==> config.mk <==
export PLATFORM = sky130hd
export DESIGN_NAME = apb_arbiter
export DESIGN_NICKNAME = d
export VERILOG_FILES = /design/src/rtl/apb_arb_pkg.sv /design/src/rtl/apb_rr_picker.sv /design/src/rtl/apb_arbiter.sv
export SDC_FILE = /design/constraint.sdc
export NUM_CORES = 1
export LEC_CHECK = 0
export CORE_MARGIN = 2
export CORE_UTILIZATION = 38
export DETAILED_ROUTE_END_ITERATION = 8
export GPL_TIMING_DRIVEN = 0
export HOLD_SLACK_MARGIN = 0.05
export PLACE_DENSITY_LB_ADDON = 0.3
export REMOVE_ABC_BUFFERS = 1
export SLEW_MARGIN = 10
export SYNTH_ARGS = -nofsm -noshare
export SYNTH_HDL_FRONTEND = slang
export SYNTH_HIERARCHICAL = 1
export SYNTH_SLANG_ARGS = --single-unit
==> constraint.sdc <==
create_clock -name APB_PCLK -period 4.1 [get_ports APB_PCLK]
set_clock_uncertainty 0.15 [all_clocks]
set_input_delay 0.82 -clock APB_PCLK [delete_from_list [all_inputs] [get_ports APB_PCLK]]
set_output_delay 0.82 -clock APB_PCLK [all_outputs]
set_load 0.01 [all_outputs]
==> src/rtl/apb_arb_pkg.sv <==
// -----------------------------------------------------------------------------
// apb_arb_pkg
// Shared definitions for the two-master APB arbiter: FSM state encoding,
// master count and byte-strobe constants.
// -----------------------------------------------------------------------------
package apb_arb_pkg;

    localparam int unsigned NUM_MASTERS = 2;
    localparam int unsigned STB_WIDTH   = 4;
    localparam logic [STB_WIDTH-1:0] STB_ALL = 4'b1111;

    typedef enum logic [1:0] {
        StIdle   = 2'd0,
        StSetup  = 2'd1,
        StAccess = 2'd2,
        StResp   = 2'd3
    } arb_state_e;

endpackage

==> src/rtl/apb_rr_picker.sv <==
// -----------------------------------------------------------------------------
// apb_rr_picker
// Combinational two-way round-robin pick.
//   req    in  2  request vector, bit N = master N
//   last   in  1  index of the master served most recently
//   gnt    out 2  one-hot winner, 0 when nobody requests
// On a tie the master that was not served last wins.
// -----------------------------------------------------------------------------
module apb_rr_picker (
    input  logic [1:0] req,
    input  logic       last,
    output logic [1:0] gnt
);

    always_comb begin
        gnt = 2'b00;
        unique case (req)
            2'b01:   gnt = 2'b01;
            2'b10:   gnt = 2'b10;
            2'b11:   gnt = last ? 2'b01 : 2'b10;
            default: gnt = 2'b00;
        endcase
    end

endmodule

==> src/rtl/apb_arbiter.sv <==
// -----------------------------------------------------------------------------
// apb_arbiter
// Shares one downstream APB slave port between the cpu (master 0) and a second
// requester (master 1). The granted upstream request is registered and replayed
// downstream as a full SETUP/ACCESS transfer; the result returns to the owner
// as a one-cycle m_pready pulse.
//
// Ports
//   APB_PCLK, APB_PRESET             clock, asynchronous active-high reset
//   m_psel/m_penable/m_pwrite [1:0]  upstream controls, bit N = master N
//   m_paddr, m_pdata, m_pstb         upstream fields, master N at slice N
//   m_prdata, m_pready, m_perr       upstream response (shared read data)
//   APB_paddr/pdata/pwrite/pstb      downstream request fields
//   APB_psel, APB_penable            downstream controls
//   APB_prdata, APB_pready, APB_perr downstream response
//   grant                            one-hot current owner, 0 when idle
//
// Configuration
//   APB_ARB_TIMEOUT_EN: when defined, an ACCESS phase that sees no APB_pready
//   for TIMEOUT_CYCLES cycles is terminated with an error response.
// -----------------------------------------------------------------------------
module apb_arbiter
    import apb_arb_pkg::*;
#(
    parameter int unsigned ADDR_WIDTH     = 32,
    parameter int unsigned DATA_WIDTH     = 32,
    parameter int unsigned TIMEOUT_CYCLES = 256
) (
    input  logic                              APB_PCLK,
    input  logic                              APB_PRESET,
    input  logic [NUM_MASTERS-1:0]            m_psel,
    input  logic [NUM_MASTERS-1:0]            m_penable,
    input  logic [NUM_MASTERS-1:0]            m_pwrite,
    input  logic [NUM_MASTERS*ADDR_WIDTH-1:0] m_paddr,
    input  logic [NUM_MASTERS*DATA_WIDTH-1:0] m_pdata,
    input  logic [NUM_MASTERS*STB_WIDTH-1:0]  m_pstb,
    output logic [DATA_WIDTH-1:0]             m_prdata,
    output logic [NUM_MASTERS-1:0]            m_pready,
    output logic [NUM_MASTERS-1:0]            m_perr,
    output logic [ADDR_WIDTH-1:0]             APB_paddr,
    output logic [DATA_WIDTH-1:0]             APB_pdata,
    output logic                              APB_pwrite,
    output logic [STB_WIDTH-1:0]              APB_pstb,
    output logic                              APB_psel,
    output logic                              APB_penable,
    input  logic [DATA_WIDTH-1:0]             APB_prdata,
    input  logic                              APB_pready,
    input  logic                              APB_perr,
    output logic [NUM_MASTERS-1:0]            grant
);

    arb_state_e             state_q, state_d;
    logic [1:0]             grant_q, grant_d;
    logic                   last_q, last_d;
    logic [ADDR_WIDTH-1:0]  addr_q, addr_d;
    logic [DATA_WIDTH-1:0]  wdata_q, wdata_d;
    logic                   write_q, write_d;
    logic [STB_WIDTH-1:0]   stb_q, stb_d;
    logic [DATA_WIDTH-1:0]  rdata_q, rdata_d;
    logic                   err_q, err_d;

    logic [1:0]             pick;
    logic                   pick_idx;

    // Upstream penable carries no information the arbiter needs: it captures
    // on psel alone and answers with m_pready.
    logic                   unused_penable;
    assign unused_penable = ^m_penable;

`ifdef APB_ARB_TIMEOUT_EN
    localparam int unsigned CntW = (TIMEOUT_CYCLES > 1) ? $clog2(TIMEOUT_CYCLES) : 1;
    logic [CntW-1:0]        cnt_q, cnt_d;
`endif

    apb_rr_picker u_picker (
        .req  (m_psel),
        .last (last_q),
        .gnt  (pick)
    );

    assign pick_idx = pick[1];

    always_comb begin
        state_d = state_q;
        grant_d = grant_q;
        last_d  = last_q;
        addr_d  = addr_q;
        wdata_d = wdata_q;
        write_d = write_q;
        stb_d   = stb_q;
        rdata_d = rdata_q;
        err_d   = err_q;
`ifdef APB_ARB_TIMEOUT_EN
        cnt_d   = cnt_q;
`endif
        unique case (state_q)
            StIdle: begin
                if (pick != 2'b00) begin
                    grant_d = pick;
                    addr_d  = m_paddr[pick_idx*ADDR_WIDTH +: ADDR_WIDTH];
                    wdata_d = m_pdata[pick_idx*DATA_WIDTH +: DATA_WIDTH];
                    write_d = m_pwrite[pick_idx];
                    // Reads always present full strobes downstream.
                    stb_d   = m_pwrite[pick_idx] ? m_pstb[pick_idx*STB_WIDTH +: STB_WIDTH]
                                                 : STB_ALL;
                    state_d = StSetup;
                end
            end
            StSetup: begin
`ifdef APB_ARB_TIMEOUT_EN
                cnt_d   = '0;
`endif
                state_d = StAccess;
            end
            StAccess: begin
                if (APB_pready) begin
                    rdata_d = APB_prdata;
                    err_d   = APB_perr;
                    state_d = StResp;
                end
`ifdef APB_ARB_TIMEOUT_EN
                else if (cnt_q == CntW'(TIMEOUT_CYCLES - 1)) begin
                    rdata_d = '0;
                    err_d   = 1'b1;
                    state_d = StResp;
                end else begin
                    cnt_d   = cnt_q + 1'b1;
                end
`endif
            end
            StResp: begin
                last_d  = grant_q[1];
                grant_d = 2'b00;
                state_d = StIdle;
            end
            default: state_d = StIdle;
        endcase
    end

    always_ff @(posedge APB_PCLK or posedge APB_PRESET) begin
        if (APB_PRESET) begin
            state_q <= StIdle;
            grant_q <= 2'b00;
            last_q  <= 1'b1;
            addr_q  <= '0;
            wdata_q <= '0;
            write_q <= 1'b0;
            stb_q   <= '0;
            rdata_q <= '0;
            err_q   <= 1'b0;
        end else begin
            state_q <= state_d;
            grant_q <= grant_d;
            last_q  <= last_d;
            addr_q  <= addr_d;
            wdata_q <= wdata_d;
            write_q <= write_d;
            stb_q   <= stb_d;
            rdata_q <= rdata_d;
            err_q   <= err_d;
        end
    end

`ifdef APB_ARB_TIMEOUT_EN
    always_ff @(posedge APB_PCLK or posedge APB_PRESET) begin
        if (APB_PRESET) begin
            cnt_q <= '0;
        end else begin
            cnt_q <= cnt_d;
        end
    end
`endif

    // All outputs decode from registered state, so reset clears them at once.
    always_comb begin
        APB_psel    = (state_q == StSetup) || (state_q == StAccess);
        APB_penable = (state_q == StAccess);
        APB_paddr   = addr_q;
        APB_pdata   = wdata_q;
        APB_pwrite  = write_q;
        APB_pstb    = stb_q;
        grant       = grant_q;
        m_pready    = 2'b00;
        m_perr      = 2'b00;
        m_prdata    = '0;
        if (state_q == StResp) begin
            m_pready = grant_q;
            m_perr   = grant_q & {2{err_q}};
            if (!write_q) begin
                m_prdata = rdata_q;
            end
        end
    end

endmodule

* Word level (Yosys, flattened, before mapping) *
Cells that the tools add are included.

word-level totals
  bits in registers = 107
  input bits = 178
  output and inout bits = 109
  logic and storage cells = 44

operators by class
  magnitude comparators = 1
  equality and inequality tests = 8
  shift operators = 3
  mux-type cells = 14
  bitwise gates (word level) = 1
  reductions and logical operators = 8

operators by type and width
  cell                  number
  $shiftx A64 B7 Y32    2
  $mux W32              2
  $mux W2               6
  $eq A2 B2 Y1 const B  4
  $pmux W2 S4           1
  $reduce_and A2 Y1     4
  $shiftx A8 B4 Y4      1
  $pmux W2 S3           1
  $eq A2 B1 Y1 const B  2
  $mux W4               1
  $pmux W2 S2           1
  $reduce_bool A2 Y1    2
  $and A2 B2 Y2         1
  $logic_not A2 Y1      1
  $lt A1 B2 Y1 const B  1
  $mux W1               2
  $ne A2 B1 Y1 const B  1
  $ne A2 B2 Y1 const B  1
  $logic_or A1 B1 Y1    1

* Longest topological paths before layout *
Gate-level depths: netlist of run 1.

  word-level depth = 5
  depth in mapped cells = 8
  depth with buffers taken out = 5

* Hierarchy *
Netlist of run 1, hierarchy kept.

by module, submodules not included
  module         instances  cells an instance  area an instance (um2)  seq. area each (um2)
  apb_arbiter    1          448                5012.3                  2678.8
  apb_rr_picker  1          3                  18.8                    0.0

* Worst setup path before layout of run 1 *
OpenSTA, ideal clock, no wires.

  path kind = input port to flip-flop
  from = in m_psel[1]
  to = reg state_q[1]
  setup time = 125 ps
  arrival time = 1934 ps
  data required time = 3825 ps
  setup slack = 1891 ps
  cell stages on the path = 4
  buffers on the path = 0
  cells stage by stage = a21boi_0 > nor2_1 > a21oi_1 > mux2_2

on the way
  longest elaborated chain between the ends = 5
  elaborated cells between the ends (all ways) = 7
  classes of those cells = eq/ne: 4; mux: 1; reduce/logical: 2

ends and longest elaborated chain
  item                                                 RTL line             source
  from (decl)                                          apb_arbiter.sv:31    input logic [NUM_MASTERS-1:0] m_psel,
  $eq A2 B2 Y1 / $eq A2 B1 Y1 (equally long branches)  apb_rr_picker.sv:17  unique case (req)
  $pmux W2 S3 (*)                                      apb_rr_picker.sv:17
  $reduce_bool A2 Y1 (*)                               apb_arbiter.sv:98    if (pick != 2'b00) begin
  $ne A2 B2 Y1 (no line) (*)                           --
  $reduce_and A2 Y1 (no line) (*)                      --
  to (signal assigned)                                 apb_arbiter.sv:142   state_q <= StIdle;
  to (signal assigned)                                 apb_arbiter.sv:152   state_q <= state_d;
  to (decl)                                            apb_arbiter.sv:52    arb_state_e state_q, state_d;

Every way passes the cells marked *; elsewhere a longest branch is shown, timed or not.
A chain may end at the register's enable or synchronous reset.

* Worst setup path after layout of run 1 *
  from = reg state_q[1]
  to = out m_prdata[0]

on the way
  longest elaborated chain between the ends = 2

ends and longest elaborated chain
  item          RTL line            source
  $eq A2 B2 Y1  apb_arbiter.sv:186  if (state_q == StResp) begin
  $mux W32      apb_arbiter.sv:186
  to (decl)     apb_arbiter.sv:37   output logic [DATA_WIDTH-1:0] m_prdata,

Every way passes these cells.

==> key figures, run 1 <==
Status
  • Status: finished clean

Synth
  • Leading area contributor after synthesis: dfrtp_1
  • Avg Cell Area, Syn: 11.2 um^2
  • Ys Warns: 6
  • Mapped Cells: 451
  • Top cells by area, synth: dfrtp_1 (53%), mux2i_1 (13%), mux2_2 (7.8%)
  • Netlist Area Pre-Place: 5030 um^2
  • Sequential fraction of the synthesis area: 53.2%
  • Post-synth top area share: 52.7%
  • Synth Register Bits: 107
  • Unique masters post-synth: 30

CTS
  • Hold buffer count at cts: 0
  • Worst-path clk slew: 70 ps
  • H-tree Lvls: 3
  • Clock buffer count from CTS: 9
  • CTS sink cnt: 107
  • Post-CTS Setup Inserts: 0
  • CTS tree: built
  • Clock Latency Late Sink: 350 ps
  • Clock root cell: clkbuf_16
  • Post_cts resized: 0
  • Clock buffer depth: 2

Timing
  • Setup ws final: 630 ps
  • Slew margin rel.: 31.5%
  • Achievable Freq: 288 MHz
  • Max Slew Vio Count: 0
  • Period utilisation layout: 84.6%
  • RSZ-0062 raised after global routing: false
  • Final setup vio count: 0
  • Hold slack: 330 ps
  • Tmin final: 3470 ps
  • Slew @ Worst Pin: 1030 ps
  • Setup TNS: 0 ps
  • Final Hold Fails: 0

Critical path
  • R2R cell count: 7
  • Slowest-stage cell, CP: ha_1
  • Crit. End Element: output port
  • R2r setup slk: 1740 ps
  • Max stage delay on crit path: 860 ps
  • Worst flop-to-flop path startpoint: last_q
  • Kind of critical path: reg2out
  • Startpoint type of the worst setup path: register
  • Critical Path RT: 3130 ps
  • RR Endpoint: APB_paddr[30]
  • Critical Path Fanout Max: 36
  • Top delay family on crit path: adder cells
  • Arrival time worst endpoint: 2500 ps
  • Crit path cell chain: ha_1 > and3_1 > clkdlybuf4s50_1
  • CP bufs+invs: 1

Global route
  • First-pass GRT wire length: 23,300 um
  • Grt total ovfl: 0
  • Initial antenna violation count: 0
  • Largest net degree at the start of global routing: 57
  • GR Util All Layers: 20.8%
  • Via count of the first global-routing pass: 4,496

Place
  • Dpl ws: 945 ps
  • Post-placement cell area: 8060 um^2
  • PortBufs: 284
  • Gpl congestion: 0.795
  • DP Wirelength: 11,200 um
  • Placed Cells: 886

Floorplan
  • Core Area: 13,100 um^2
  • Die W: 119 um
  • Die H: 119 um
  • Die area: 14,200 um^2
  • Cell Rows: 42
  • Io pins: 287
  • Initial Utilization: 38.4%

Detailed routing
  • Final wirelength: 14,400 um
  • Vias after detailed routing: 4,314
  • Post-DR vias/cell: 4.78
  • Residual DRC count: 0
  • Wire per inst: 15.9 um
  • First-pass iteration count of the detailed router: 4
  • Initial DRC Count: 160
  • Antenna Nets Post-Route: 0

Layout
  • Fin util: 64.0%
  • Sequential cell area: 2680 um^2
  • Final instance area: 8370 um^2
  • Nets@finish: 904
  • FILL cells: 1,046
  • Cell Count, Final, Fillers Out: 902
  • Layout cell share with drive strength beyond 1: 8.54%
  • Footprint of the multi-input gates: 2130 um^2
  • Area grow syn2layout: 66.4%
  • Ant. Diodes: 0

Hold path
  • Worst min path class: reg2reg
  • Worst Hold Path EP: APB_paddr[28]
  • Hold path cells: 2
  • Worst hold path startpoint: APB_paddr[28]

Power
  • Pleak: 3.71 nW
  • Power Dens Cells: 619 nW/um^2
  • Worst VDD drop: 0.278 mV
  • Total power: 5.18 mW

Job
  • # Max-Cap Violations: 0
## how the worst max path moves through the flow
stage	to	cells past startpoint	startpoint
detailed placement	APB_paddr[31]	7	m_psel[0]
global route	m_prdata[0]	3	state_q[1]
CTS	m_prdata[0]	3	state_q[1]
finish	m_prdata[0]	3	state_q[1]
global placement	APB_paddr[27]	5	m_psel[1]
floorplan	APB_paddr[27]	4	m_psel[1]
## cell families after synthesis
| kind of cell | Yosys count | share of synthesized area (%) |
|---|---|---|
| adder cells (fa/ha/maj) | 5 | 1.24 |
| flip-flops | 107 | 53.2 |
| AO/OA/AOI/OAI | 84 | 9.18 |
| multiplexers | 99 | 20.6 |
| buffers and inverters | 38 | 4.80 |
| AND/OR/NAND/NOR | 118 | 11.0 |
## sequential cells by signal (all words and copies together), names as in the netlist
signal and flops:
APB_pdata 32, APB_pstb 4, last_q 1, grant 2
state_q 2, rdata_q 32, err_q 1, APB_pwrite 1
APB_paddr 32
## cells in the final DEF, fill, tap and decap left out, drive strengths merged
master / n
inv: 6
o21a: 2
mux2i: 64
nand2: 67
nand2b: 4
o221ai: 1
a21oi: 1
dfstp: 1
bufinv: 1
nand3b: 1
a21boi: 2
clkinv: 3
nor2: 7
nor2b: 1
mux2: 35
dfrtp: 106
and3: 34
buf: 7
ha: 5
clkdlybuf4s50: 284
clkbuf: 12
a2bb2oi: 1
and2: 2
nand3: 2
a31oi: 4
a22o: 4
o21ai: 69
## synth_stat cells
master / n
a21boi_0: 1
a21boi_1: 1
a21oi_1: 1
a22o_1: 4
a2bb2oi_1: 1
a31oi_1: 4
and2_1: 2
and3_1: 34
buf_2: 9
buf_4: 2
buf_6: 10
clkbuf_1: 7
clkbuf_2: 4
dfrtp_1: 106
dfstp_2: 1
ha_1: 5
inv_1: 6
mux2_2: 35
mux2i_1: 64
nand2_1: 67
nand2b_1: 4
nand3_1: 2
nand3b_1: 1
nor2_1: 7
nor2b_1: 1
o21a_1: 2
o21ai_0: 10
o21ai_1: 58
o21ai_2: 1
o221ai_1: 1
## worst register-to-register path, cell delays in order (launching register included)
cell and delay (ps):
dfstp_2 570, inv_1 50, a21boi_1 550, o21ai_4 330, buf_16 270, buf_16 190, nand2_1 80, o21ai_0 70
## power breakdown
part | switching, mW | leakage, nW | internal [mW]
clock | 0.379 | 0.153 | 0.506
sequential | 0.262 | 1.30 | 1.57
combinational | 1.09 | 2.26 | 1.37
total | 1.73 | 3.71 | 3.45
## per-layer routing
metal | GRT usage [%] | vias to the layer above | share of wire, %
met5 | 0 | - | 0
met4 | 8.11 | 0 | 2.3
met3 | 8.38 | 21 | 11
met2 | 35.2 | 181 | 50
met1 | 23.5 | 2012 | 37
li1 | - | 2100 | -
## final cells by class
type	instances	share of cell area [%]
clock buffers	12	3.06
clock inverters	4	0.583
inverters	6	0.329
multi-input cells	306	25.5
flip-flops and latches	107	32.0
well taps	176	2.63
repair buffers	291	35.9
Power figures use the tool's default switching activity.
==> run 2: changes to the inputs <==
==> constraint.sdc (replaced) <==
create_clock -name APB_PCLK -period 3.5 [get_ports APB_PCLK]
set_clock_uncertainty 0.15 [all_clocks]
set_input_delay 0.7 -clock APB_PCLK [delete_from_list [all_inputs] [get_ports APB_PCLK]]
set_output_delay 0.7 -clock APB_PCLK [all_outputs]
set_load 0.01 [all_outputs]
==> run 2 against run 1 <==
  * Setup slack got worse by 180 ps
  * Sequential power grew 17%
  * Critical path type unchanged
  * Non-clock buffer count is the same
  * Register-to-register slack worse by 600 ps
  * Power rose by 17%
  * Hold slack unchanged
==> key figures, run 2 (same netlist as run 1, synthesis figures left out) <==
Status
  • Status: finished clean

CTS
  • Clock Latency Late Sink: 340 ps (about the same)
  • Clock buffer depth: 2 (unchanged)
  • Clock root cell: clkbuf_16
  • Worst-path clk slew: 70 ps (about the same)
  • CTS tree: built
  • CTS sink cnt: 107 (unchanged)
  • Hold buffer count at cts: 0 (unchanged)
  • H-tree Lvls: 3 (unchanged)
  • Clock buffer count from CTS: 9 (unchanged)

Layout
  • Most common cell after layout, fill and taps aside: clkdlybuf4s50_1
  • Commonest non-fill, non-tap cells in the layout: clkdlybuf4s50_1 (284), dfrtp_1 (106), nand2_1 (66)
  • FILL cells: 1,045 (-0.096%)
  • Layout cell share with drive strength beyond 1: 8.68% (+0.14 points)
  • Fin util: 64.0% (about the same)
  • Cell Count, Final, Fillers Out: 902 (unchanged)
  • Nets@finish: 904 (unchanged)
  • Final instance area: 8370 um^2 (about the same)
  • Area grow syn2layout: 66.4% (about the same)
  • Ant. Diodes: 0 (unchanged)

Job
  • # Max-Cap Violations: 0 (unchanged)

Timing
  • Period utilisation layout: 87.0%
  • Final Hold Fails: 0 (unchanged)
  • Tmin final: 3050 ps
  • Setup ws final: 454 ps (-176 ps)
  • Slew margin rel.: 43.6% (+12 points)
  • Final setup vio count: 0 (unchanged)
  • Setup TNS: 0 ps (unchanged)
  • Slew @ Worst Pin: 845 ps (-182 ps)
  • Hold slack: 330 ps (unchanged)
  • RSZ-0062 raised after global routing: false
  • Max Slew Vio Count: 0 (unchanged)
  • Achievable Freq: 328 MHz

Floorplan
  • Core Area: 13,100 um^2 (unchanged)
  • Die W: 119 um (unchanged)
  • Die H: 119 um (unchanged)
  • Die area: 14,200 um^2 (unchanged)
  • Cell Rows: 42 (unchanged)
  • Io pins: 287 (unchanged)
  • Initial Utilization: 38.4% (unchanged)

Critical path
  • Crit. End Element: output port
  • RR Endpoint: APB_paddr[30]
  • R2r setup slk: 1140 ps (-600 ps)
  • Critical Path Fanout Max: 34 (-5.6%)
  • Startpoint type of the worst setup path: register
  • Critical Path RT: 2650 ps (-480 ps)
  • Kind of critical path: reg2out
  • Worst flop-to-flop path startpoint: last_q
  • Arrival time worst endpoint: 2200 ps (-300 ps)
  • R2R cell count: 7 (unchanged)

Detailed routing
  • Wire per inst: 15.9 um (-0.10%)
  • Initial DRC Count: 152 (-5.0%)
  • Residual DRC count: 0 (unchanged)
  • Vias after detailed routing: 4,316 (+0.046%)
  • Final wirelength: 14,400 um (-0.10%)
  • First-pass iteration count of the detailed router: 4 (unchanged)
  • Antenna Nets Post-Route: 0 (unchanged)
  • Post-DR vias/cell: 4.78 (about the same)

Global route
  • First-pass GRT wire length: 23,300 um (unchanged)
  • Grt total ovfl: 0 (unchanged)
  • Via count of the first global-routing pass: 4,496 (unchanged)
  • Largest net degree at the start of global routing: 57 (unchanged)
  • GR Util All Layers: 20.8% (unchanged)
  • Initial antenna violation count: 0 (unchanged)

Place
  • Dpl ws: 465 ps (-480 ps)
  • Gpl congestion: 0.795 (unchanged)
  • Placed Cells: 886 (unchanged)
  • DP Wirelength: 11,200 um (unchanged)
  • PortBufs: 284 (unchanged)
  • Post-placement cell area: 8060 um^2 (unchanged)

Power
  • Pleak: 3.71 nW (about the same)
  • Worst VDD drop: 0.326 mV (+17%)
  • Total power: 6.07 mW (+17%)
  • Power Dens Cells: 725 nW/um^2 (+17%)

Hold path
  • Worst hold path startpoint: APB_paddr[28]
  • Worst min path class: reg2reg
  • Worst Hold Path EP: APB_paddr[28]
  • Hold path cells: 2 (unchanged)
## run 2: cell count changes in the layout (fill, tap and decap cells not counted)
cell	before	now
ha_1	5	4
ha_2	0	1
## run 2: worst max-delay path by stage
stage,start,endpoint,cells after the start
2_1_floorplan,m_psel[1],APB_paddr[27],4
3_3_place_gp,m_psel[1],APB_paddr[27],5
3_5_place_dp,m_psel[0],APB_paddr[31],7
4_1_cts,state_q[1],m_prdata[0],3
5_1_grt,APB_pwrite,m_prdata[0],3
6_report,APB_pwrite,m_prdata[0],3
## run 2: area by class of cell
type	count	area, um^2	area share (%)
timing repair buffer	291	3010	35.9
sequential	107	2680	32.0
multi-input combinational	306	2130	25.5
clock buffer	12	256	3.06
tap	176	220	2.63
clock inverter	4	48.8	0.583
inverter	6	27.5	0.329
## run 2: power breakdown
part / switching [mW] / total (mW) / internal [mW]
sequential: 0.308 / 2.15 / 1.84
combinational: 1.28 / 2.89 / 1.61
clock: 0.443 / 1.04 / 0.593
total: 2.03 / 6.07 / 4.04
## run 2: critical path: stages (launching register included)
cell and delay, ps:
dfrtp_1 380, inv_1 620, and3_1 290, clkdlybuf4s50_1 560
## run 2: what timing repair did
item / CTS / global route
endpoints found under the setup margin: 0 / 11
gates resized for setup: 0 / 1
buffers inserted: 0 / 0
## run 2: metal layers
metal	routed length, um	track usage (%)	up-vias
met5	0	0	-
met4	337	8.11	0
met3	1540	8.38	20
met2	7160	35.2	181
met1	5310	23.5	2015
li1	-	-	2100
==> run 3: changes to the inputs <==
--- a/config.mk
+++ b/config.mk
@@ -6,9 +6,9 @@
 export NUM_CORES = 1
 export LEC_CHECK = 0
 export CORE_MARGIN = 2
-export CORE_UTILIZATION = 38
+export CORE_UTILIZATION = 35
 export DETAILED_ROUTE_END_ITERATION = 8
-export GPL_TIMING_DRIVEN = 0
+export GPL_TIMING_DRIVEN = 1
 export HOLD_SLACK_MARGIN = 0.05
 export PLACE_DENSITY_LB_ADDON = 0.3
 export REMOVE_ABC_BUFFERS = 1
==> constraint.sdc (replaced) <==
create_clock -name APB_PCLK -period 2.5 [get_ports APB_PCLK]
set_clock_uncertainty 0.15 [all_clocks]
set_input_delay 0.5 -clock APB_PCLK [delete_from_list [all_inputs] [get_ports APB_PCLK]]
set_output_delay 0.5 -clock APB_PCLK [all_outputs]
set_load 0.01 [all_outputs]
==> run 3 against run 2 <==
  * Cell count is 1.6% higher
  * Hold slack worse by 2.3 ps
  * Clock-buffer cell count is 1 higher
  * Sequential power grew 40%
  * Via count is 1.6% higher
  * Critical endpoint is now m_prdata[12]
==> key figures, run 3 (same netlist as run 1, synthesis figures left out) <==
Status
  • Status: finished clean

Critical path
  • R2R cell count: 7 (unchanged)
  • Crit. End Element: output port
  • Slowest-stage cell, CP: clkdlybuf4s50_1
  • Critical Path RT: 1850 ps (-800 ps)
  • Max stage delay on crit path: 540 ps (-80 ps)
  • Crit path cell chain: ha_4 > buf_12 > and3_1 > clkdlybuf4s50_1
  • Critical Path Fanout Max: 18 (-47%)
  • Arrival time worst endpoint: 1810 ps (-390 ps)
  • Startpoint type of the worst setup path: register
  • Kind of critical path: reg2out

Global route
  • Largest net degree at the start of global routing: 71 (+25%)
  • Via count of the first global-routing pass: 4,440 (-1.2%)
  • Initial antenna violation count: 0 (unchanged)
  • Grt total ovfl: 0 (unchanged)
  • GR Util All Layers: 19.0% (-1.8 points)
  • First-pass GRT wire length: 22,100 um (-5.3%)

Job
  • # Max-Cap Violations: 0 (unchanged)

Floorplan
  • Die W: 124 um (+4.1%)
  • Die area: 15,400 um^2 (+8.3%)
  • Io pins: 287 (unchanged)
  • Initial Utilization: 36.1% (-2.3 points)
  • Core Area: 13,900 um^2 (+6.5%)
  • Die H: 124 um (+4.1%)
  • Cell Rows: 43 (+2.4%)

Hold path
  • Worst min path class: reg2reg
  • Hold path cells: 2 (unchanged)

Layout
  • Layout cell share with drive strength beyond 1: 9.92% (+1.2 points)
  • Most common cell after layout, fill and taps aside: clkdlybuf4s50_1
  • Nets@finish: 915 (+1.2%)
  • Final instance area: 8470 um^2 (+1.2%)
  • Commonest non-fill, non-tap cells in the layout: clkdlybuf4s50_1 (282), dfrtp_1 (106), nand2_1 (67)
  • Ant. Diodes: 0 (unchanged)
  • Area grow syn2layout: 68.4%

Timing
  • Period utilisation layout: 98.3%
  • Slew margin rel.: 64.0% (+20 points)
  • Slew @ Worst Pin: 540 ps (-304 ps)
  • Final Hold Fails: 0 (unchanged)
  • Tmin final: 2460 ps
  • Max Slew Vio Count: 0 (unchanged)
  • Final setup vio count: 0 (unchanged)
  • Achievable Freq: 407 MHz

Detailed routing
  • First-pass iteration count of the detailed router: 4 (unchanged)
  • Antenna Nets Post-Route: 0 (unchanged)
  • Post-DR vias/cell: 4.79 (about the same)
  • Final wirelength: 14,900 um (+3.7%)
  • Residual DRC count: 0 (unchanged)
  • Initial DRC Count: 140 (-7.9%)
  • Wire per inst: 16.3 um (+2.1%)
  • Vias after detailed routing: 4,386 (+1.6%)

CTS
  • Clock Latency Late Sink: 340 ps (about the same)
  • Clock buffer depth: 2 (unchanged)
  • Worst-path clk slew: 60 ps (about the same)
  • Clock buffer count from CTS: 9 (unchanged)
  • Hold buffer count at cts: 0 (unchanged)
  • Clock root cell: clkbuf_16
  • H-tree Lvls: 3 (unchanged)
  • CTS sink cnt: 107 (unchanged)
  • CTS tree: built

Place
  • Post-placement cell area: 8130 um^2 (+0.78%)
  • Gpl congestion: 0.798 (+0.33%)
  • DP Wirelength: 11,500 um (+2.8%)
  • PortBufs: 284 (unchanged)

Power
  • Power Dens Cells: 1010 nW/um^2 (+39%)
  • Total power: 8.53 mW (+40%)
  • Pleak: 3.79 nW (+2.1%)
  • Worst VDD drop: 0.440 mV (+35%)
## run 3: changes by cell type in the layout (fill, tap and decap cells not counted), moves of 2 or more
cell,before,now
buf_12,4,9
buf_16,3,0
buf_4,0,7
clkdlybuf4s50_1,284,282
dlymetal6s2s_1,0,2
## run 3: layer usage
metal	up-vias	routed length, um	track usage, %
met5	-	0	0
met4	0	332	7.65
met3	20	1770	8.15
met2	192	7450	33.7
met1	2045	5340	19.8
li1	2129	-	-
## run 3: critical path: cells and delay by family (launching register included)
family / cells / cell delay [ps]
adder cells (fa/ha/maj): 1 / 180
flip-flops: 1 / 400
AND/OR/NAND/NOR: 1 / 190
buffers and inverters: 2 / 680
## run 3: final cells by class
class,count,area [um^2]
multi-input combinational,306,2140
sequential,107,2680
fill,1169,5460
timing repair buffer,302,3120
clock inverter,2,10.0
inverter,6,25.0
tap,180,225
clock buffer,13,270
## run 3: final timing paths
path,slack (ps),startpoint,end
worst max-delay path,40,state_q[1],m_prdata[12]
worst min-delay path,330,APB_paddr[27],APB_paddr[27]
worst max register to register,460,state_q[0],APB_paddr[31]
worst min register to register,330,APB_paddr[27],APB_paddr[27]
max in group asynchronous,1290,APB_PRESET,last_q
min in group asynchronous,350,APB_PRESET,APB_pdata[18]
## run 3: timing repair
action                                  in CTS  in global routing
gates resized for setup                      1                  6
endpoints found under the hold margin        0                  0
setup buffers                                2                  0
pin swaps                                    0                  0
endpoints found under the setup margin      34                 31
cloned                                       0                  1
## run 3: stage by stage
| step | utilization [%] | instances | hold slack, ps | setup TNS, ps | worst slack, ps |
|---|---|---|---|---|---|
| after global routing | 60.8 | 916 | 360 | -9.08 | -2.34 |
| after detailed placement | 58.3 | 898 | 319 | 0 | 139 |
| final | 60.8 | 916 | 328 | 0 | 41.9 |
| after global placement | 58.3 | 898 | 316 | 0 | 155 |
| after CTS | 60.5 | 915 | 334 | 0 | 6.46 |
| after floorplan | - | 419 | 321 | -858530 | -10900 |
## run 3: power by group
| part | leakage [nW] | switching (mW) | internal, mW |
|---|---|---|---|
| Clock | 0.141 | 0.590 | 0.749 |
| Combinational | 2.35 | 1.83 | 2.34 |
| Sequential | 1.30 | 0.446 | 2.58 |
| Total | 3.79 | 2.86 | 5.67 |
